### src/rtl/sonyimx_sync_sequencer.sv
// Sony IMX sub-LVDS frame/line timing: SAV / active / EAV / h-blank words per slot.
// Optional SONYIMX_TEST_PATTERN_EN replaces upstream pixels with a per-lane ramp.

module sonyimx_sync_lane #(
    parameter int DATA_WIDTH = 10
) (
    input  logic [1:0]            sel,
    input  logic [9:0]            code,
    input  logic [DATA_WIDTH-1:0] pix,
    output logic [DATA_WIDTH-1:0] word
);
    // 10-bit codes are left-aligned, LSBs padded with zeros
    always_comb begin
        case (sel)
            2'd1:    word = '1;
            2'd2:    word = pix;
            default: word = DATA_WIDTH'(code) << (DATA_WIDTH - 10);
        endcase
    end
endmodule

module sonyimx_sync_sequencer #(
    parameter int         DATA_WIDTH  = 10,
    parameter int         CHANNEL_NUM = 8,
    parameter logic [9:0] BLANK_CODE  = 10'h040
) (
    input  logic                              clk,
    input  logic                              reset_n,
    input  logic                              i_enable,
    input  logic [15:0]                       iv_h_active,
    input  logic [15:0]                       iv_h_blank,
    input  logic [15:0]                       iv_v_active,
    input  logic [15:0]                       iv_v_blank,
    input  logic [DATA_WIDTH*CHANNEL_NUM-1:0] iv_pix_data,
    output logic                              o_pix_rd,
    output logic                              o_clk_en,
    output logic [DATA_WIDTH*CHANNEL_NUM-1:0] ov_pix_data,
    output logic                              o_fval,
    output logic                              o_lval
);
    localparam int            WW     = $clog2(DATA_WIDTH);
    localparam logic [WW-1:0] W_LAST = WW'(DATA_WIDTH - 1);
    localparam logic [WW-1:0] W_PRE  = WW'(DATA_WIDTH - 2);
    localparam logic [1:0]    SEL_CODE = 2'd0, SEL_ONES = 2'd1, SEL_PIX = 2'd2;

    typedef enum logic [2:0] {ST_IDLE, ST_SAV, ST_ACTIVE, ST_EAV, ST_HBLANK} state_t;
    typedef struct packed {
        logic [15:0] h_active;
        logic [15:0] h_blank;
        logic [15:0] v_active;
        logic [15:0] v_blank;
    } cfg_t;

    logic [WW-1:0] wcnt;
    logic          slot;
    state_t        cur_st, nxt_st;
    logic [15:0]   cur_cnt, nxt_cnt, cur_line, nxt_line;
    cfg_t          cfg;
    logic          eol, last_line, nxt_valid, fval_n, lval_n, new_frame;
    logic [1:0]    word_sel;
    logic [9:0]    word_code;
    logic [CHANNEL_NUM-1:0][DATA_WIDTH-1:0] lane_pix, lane_word;

    assign slot      = (wcnt == W_LAST);
    assign last_line = ({1'b0, cur_line} + 17'd1) >= ({1'b0, cfg.v_active} + {1'b0, cfg.v_blank});

    // Registers hold the slot currently on the bus; nxt_* describes the slot loaded at the next boundary
    always_comb begin
        nxt_st   = cur_st;
        nxt_cnt  = cur_cnt + 16'd1;
        nxt_line = cur_line;
        eol      = 1'b0;
        case (cur_st)
            ST_IDLE: begin
                nxt_cnt  = '0;
                nxt_line = '0;
                if (i_enable) nxt_st = ST_SAV;
            end
            ST_SAV: if (cur_cnt == 16'd3) begin
                nxt_st  = ST_ACTIVE;
                nxt_cnt = '0;
            end
            ST_ACTIVE: if (cur_cnt == cfg.h_active - 16'd1) begin
                nxt_st  = ST_EAV;
                nxt_cnt = '0;
            end
            ST_EAV: if (cur_cnt == 16'd3) begin
                nxt_cnt = '0;
                if (cfg.h_blank != 16'd0) nxt_st = ST_HBLANK;
                else                      eol    = 1'b1;
            end
            ST_HBLANK: if (cur_cnt == cfg.h_blank - 16'd1) begin
                nxt_cnt = '0;
                eol     = 1'b1;
            end
            default: begin
                nxt_st  = ST_IDLE;
                nxt_cnt = '0;
            end
        endcase
        // frame end only consults i_enable, so a dropped enable never cuts a frame short
        if (eol) begin
            if (!last_line) begin
                nxt_st   = ST_SAV;
                nxt_line = cur_line + 16'd1;
            end else begin
                nxt_st   = i_enable ? ST_SAV : ST_IDLE;
                nxt_line = '0;
            end
        end
    end

    assign new_frame = (nxt_st == ST_SAV) && (nxt_cnt == 16'd0) && (nxt_line == 16'd0);
    assign nxt_valid = (nxt_line == 16'd0) || (nxt_line < cfg.v_active);
    assign lval_n    = (nxt_st == ST_ACTIVE) && nxt_valid;
    assign fval_n    = (nxt_st != ST_IDLE) && nxt_valid &&
                       !((nxt_st == ST_HBLANK) && (nxt_line == cfg.v_active - 16'd1));

    always_comb begin
        word_sel  = SEL_CODE;
        word_code = BLANK_CODE;
        case (nxt_st)
            ST_SAV, ST_EAV: begin
                case (nxt_cnt[1:0])
                    2'd0:    word_sel  = SEL_ONES;
                    2'd3:    word_code = (nxt_st == ST_SAV) ? (nxt_valid ? 10'h200 : 10'h2AC)
                                                            : (nxt_valid ? 10'h274 : 10'h2D8);
                    default: word_code = 10'h000;
                endcase
            end
            ST_ACTIVE: if (nxt_valid) word_sel = SEL_PIX;
            default: ;
        endcase
    end

    for (genvar n = 0; n < CHANNEL_NUM; n++) begin : g_lane
`ifdef SONYIMX_TEST_PATTERN_EN
        assign lane_pix[n] = DATA_WIDTH'(nxt_cnt) + DATA_WIDTH'(n);
`else
        assign lane_pix[n] = iv_pix_data[n*DATA_WIDTH +: DATA_WIDTH];
`endif
        sonyimx_sync_lane #(.DATA_WIDTH(DATA_WIDTH)) u_lane (
            .sel  (word_sel),
            .code (word_code),
            .pix  (lane_pix[n]),
            .word (lane_word[n])
        );
    end

    always_ff @(posedge clk or negedge reset_n) begin
        if (!reset_n) begin
            wcnt     <= '0;
            o_clk_en <= 1'b0;
        end else begin
            wcnt     <= slot ? '0 : wcnt + 1'b1;
            o_clk_en <= slot;
        end
    end

`ifdef SONYIMX_TEST_PATTERN_EN
    assign o_pix_rd = 1'b0;
`else
    // read strobe leads the load by one clk so the show-ahead word is captured as upstream advances
    always_ff @(posedge clk or negedge reset_n) begin
        if (!reset_n) o_pix_rd <= 1'b0;
        else          o_pix_rd <= (wcnt == W_PRE) && lval_n;
    end
`endif

    always_ff @(posedge clk or negedge reset_n) begin
        if (!reset_n) begin
            cur_st      <= ST_IDLE;
            cur_cnt     <= '0;
            cur_line    <= '0;
            cfg         <= '0;
            ov_pix_data <= '0;
            o_fval      <= 1'b0;
            o_lval      <= 1'b0;
        end else if (slot) begin
            cur_st      <= nxt_st;
            cur_cnt     <= nxt_cnt;
            cur_line    <= nxt_line;
            ov_pix_data <= lane_word;
            o_fval      <= fval_n;
            o_lval      <= lval_n;
            if (new_frame) cfg <= '{iv_h_active, iv_h_blank, iv_v_active, iv_v_blank};
        end
    end
endmodule

### config.mk
export PLATFORM = sky130hd
export DESIGN_NAME = sonyimx_sync_sequencer
export DESIGN_NICKNAME = d
export VERILOG_FILES = /design/src/rtl/sonyimx_sync_sequencer.sv
export SDC_FILE = /design/constraint.sdc
export NUM_CORES = 1
export LEC_CHECK = 0
export ABC_AREA = 0
export ABC_CLOCK_PERIOD_IN_PS = 7000
export BUFFER_PORTS_ARGS = -buffer_cell sky130_fd_sc_hd__buf_2
export CORE_AREA = 2 2 164 166
export CTS_CLUSTER_SIZE = 8
export DETAILED_ROUTE_END_ITERATION = 16
export DIE_AREA = 0 0 166 168
export PLACE_DENSITY_LB_ADDON = 0.15
export SLEW_MARGIN = 0
export SYNTH_ARGS = -nofsm -noshare
export SYNTH_HDL_FRONTEND = slang
export SYNTH_HIERARCHICAL = 1
export SYNTH_SLANG_ARGS = --single-unit
### constraint.sdc
create_clock -name clk -period 7 [get_ports clk]
set_input_delay 0.7 -clock clk [delete_from_list [all_inputs] [get_ports clk]]
set_output_delay 0.7 -clock clk [all_outputs]
set_load 0.005 [all_outputs]
==> flow_summary_export.csv <==
group,metric,value,unit
status,status,"finished, violations left",
status,violations,"max-capacitance violations, max-slew violations, negative setup slack",
pwr,p_clk_frac,0.441,
grt,grt_overflow,0,
sta,rsz0062_at_grt,"true",
sta,period_needed,7.133,ns
drt,via_count,12237,
cts,postCtsHoldBufs,0,
setup_path,max_stage_delay,0.45,ns
run,cap_violations,1,
synthesis,synth_warnings,6,
setup_path,startpoint_type,"register",
cts,clock-sinks,187,
pwr,p_comb_frac,0.066,
sta,worst-slew-pin-transition,1.499,ns
grt,grt_pass1_wl,61580,µm
setup_path,worstPathRequired,7.39,ns
cts,cts_max_level,4,
sta,drv_slew,1,
sta,fin_crit_sh,1.019,
grt,grt_max_degree,125,
synthesis,synth-edff-count,0,
pwr,swShare,0.2669,
sta,whs,0.4386,ns
synthesis,netlist_instances,1598,
pwr,leakage,0.008767,µW
cts,clk_pin_slew_worst_paths,0.09,ns
setup_path,crit_type,"reg2reg",
grt,first_global_vias,11893,
placement,dp_hpwl,26530,µm
synthesis,synth.cell_area,13430,µm²
grt,antenna_found_initial,1,
setup_path,worstSetupEndpointType,"register",
cts,cts_buffers,17,
synthesis,async_flop_share,1.000,
die,dieArea,27890,µm²
pwr,power.total,2263,µW
die,coreArea,26350,µm²
drt,dr.first_iter.drc_count,764,
placement,place_ws,-0.5467,ns
synthesis,synth_cell_types,78,
pwr,powerDensity,134.1,nW/µm²
drt,firstDrtPassIters,5,
cts,clk_latency,0.45,ns
drt,viasPerCell,5.434,
cells_and_area,diodes,0,
die,rows,60,
grt,grt_usage,0.2710,
setup_path,slowest_stage,"or3_4",
sta,hold_viol,0,
setup_path,crit_top_cell,"o21a_1",
drt,wirelength,38530,µm
sta,relSlewSlack,-0.005899,
synthesis,ys_seq_area_frac,0.3484,
cts,clk_path_buf_depth,2,
synthesis,syn_avg_cell_area,8.406,µm²
pwr,p_seq_frac,0.493,
cells_and_area,final_nets,2121,
drt,drc,0,
sta,fin_ws,-0.1330,ns
min_path,hold_class,"in2async",
synthesis,ys_ff_latch,187,
die,die_w,166,µm
cells_and_area,area_delta_synth_final,25.62,%
drt,wire_per_inst,17.11,µm
pwr,ir_worst_vdd,0.0001541,V
pwr,power.switching,603.9,µW
sta,finalSetupViolations,76,
placement,port_buffers,230,
drt,ant_nets,0,
die,start_util,0.5098,
cts,cts-root-buf,"clkbuf_16",
sta,tns,-5.359,ns
synthesis,ys.flop_type,"dfrtp_1",
cts,cts_tree,"yes",
sta,fmax,140.2,MHz
placement,place_congestion,0.9341,
die,dieHeight,168,µm
cells_and_area,finish.utilization,0.6404,
cells_and_area,drive_above_1_share,0.2988,
die,boundaryPins,231,
setup_path,crit_fanout,6,
pwr,power.internal,1659,µW
setup_path,crit_arrival,7.53,ns
sta,skew,0.02816,ns
## kinds of logic (layout without fill, tap and decap cells)
kind of cell | after synthesis | after routing | synth area share
and+or+nand+nor | 755 | 756 | 0.2738
AOI/OAI and AO/OA | 275 | 275 | 0.1249
DFF | 187 | 187 | 0.3484
buffers and inverters | 149 | 438 | 0.05086
xor gates and xnor gates | 83 | 83 | 0.05412
adders and majority gates | 76 | 76 | 0.07135
muxes | 72 | 72 | 0.07638
other | 1 | 24 | 0.0002792
## final cells by class
class / instances / area, µm²
fill: 2281 / 9475
multi-input combinational: 1286 / 8748
sequential: 187 / 4679
timing repair buffer: 339 / 2150
clock buffer: 18 / 429.2
tap: 341 / 426.7
inverter: 66 / 261.5
clock inverter: 14 / 171.4
timing repair inverter: 1 / 8.758
## power by group through the flow
stage / Combinational (µW) / Sequential [µW] / Clock [µW]
floorplan: 42.2 / 1140 / 0
global placement: 142 / 1140 / 0
detailed placement: 144 / 1140 / 0
CTS: 145 / 1120 / 1020
global route: 171 / 1120 / 1060
finish: 150 / 1120 / 998
## worst max-delay path: cells and delay by family (launching register included)
| kind | cells | cell delay (ns) |
|---|---|---|
| AOI/OAI and AO/OA | 23 | 3.67 |
| buffers and inverters | 3 | 0.37 |
| adders and majority gates | 5 | 1.25 |
| DFF | 1 | 0.39 |
| and+or+nand+nor | 9 | 1.38 |
## path summary, 6_finish.rpt
| check | slack (ns) | cells past startpoint | end | start |
|---|---|---|---|---|
| setup / recovery | -0.13 | 40 | ov_pix_data[39]$_DFFE_PN0P_ | cfg[0]$_DFFE_PN0P_ |
| hold / removal | 0.44 | 1 | cfg[41]$_DFFE_PN0P_ | reset_n |
| setup reg to reg | -0.13 | 40 | ov_pix_data[39]$_DFFE_PN0P_ | cfg[0]$_DFFE_PN0P_ |
| hold reg to reg | 0.47 | 2 | ov_pix_data[0]$_DFFE_PN0P_ | ov_pix_data[0]$_DFFE_PN0P_ |
| max in group asynchronous | 5.06 | 2 | cur_st[0]$_DFFE_PN0P_ | reset_n |
| min in group clk | 0.47 | 2 | ov_pix_data[0]$_DFFE_PN0P_ | ov_pix_data[0]$_DFFE_PN0P_ |
## state kept, by name, summed over array words and instances, names as in the netlist
| register | flops |
|---|---|
| ov_pix_data | 80 |
| cfg | 64 |
| cur_cnt | 16 |
| cur_line | 16 |
| wcnt | 4 |
| cur_st | 3 |
| o_clk_en | 1 |
| o_fval | 1 |
| o_lval | 1 |
| o_pix_rd | 1 |
## synthesized netlist by cell type, types with 6 or more instances
cell type  count  area [µm²]
a21o_1        17       127.6
a21oi_1      114       570.6
a31oi_1        8       50.05
and3_1        20       125.1
buf_2         12       60.06
buf_6         14       157.7
clkbuf_1      54       202.7
dfrtp_1      187        4679
ha_1          75       938.4
inv_1         65       244.0
mux2_4        60       900.9
mux2i_1        8       80.08
nand2_1      409        1535
nand2b_1      21       131.4
nand3_1       36       180.2
nand4_1       10       62.56
nor2_1        48       180.2
nor2_2         9       56.30
nor2b_1       85       531.8
nor2b_4        8       110.1
nor3_1        34       170.2
nor4_1        15       93.84
o211ai_1       6       45.04
o21a_1        10       75.07
o21ai_0       60       300.3
o31ai_1        9       67.56
or3_1         11       68.82
or4_1          8       60.06
xnor2_1       56       490.5
xor2_1        27       236.5
## stage by stage
step | cells | area, µm²
floorplan | 1621 | 13540
finish | 2252 | 16870
detailed placement | 2192 | 15370
global route | 2252 | 16870
global placement | 2192 | 15370
CTS | 2247 | 16370
## routing by layer
metal,routed length (µm),vias to the layer above,share of wire,global-route usage
met5,11,-,0.00029,0
li1,-,5989,-,-
met1,16860,5865,0.44,0.3434
met4,571,2,0.015,0.06730
met2,18610,339,0.48,0.4673
met3,2472,42,0.064,0.06535
## cell usage in the layout (no fill, tap or decap), drive strengths merged, types with 9 or more instances in the layout
cell type / n
nand2: 409
mux2: 64
conb: 24
nor3: 34
nor4: 20
xnor2: 56
nor2b: 93
buf: 337
nand3: 36
a21oi: 115
inv: 72
xor2: 27
dfrtp: 187
clkbuf: 20
a31oi: 9
o21a: 10
ha: 75
o31ai: 9
nand4: 12
nor2: 58
or3: 12
and3: 20
o21ai: 62
a21o: 17
nand2b: 21
or4: 9
## timing repair
item | in CTS | in global routing
endpoints found under the setup margin | 81 | 81
resized for setup | 50 | 109
pin swaps | 20 | 38
gates cloned | 4 | 2
setup buffers | 20 | 3
Note: power is estimated with default switching activity, not from simulation.
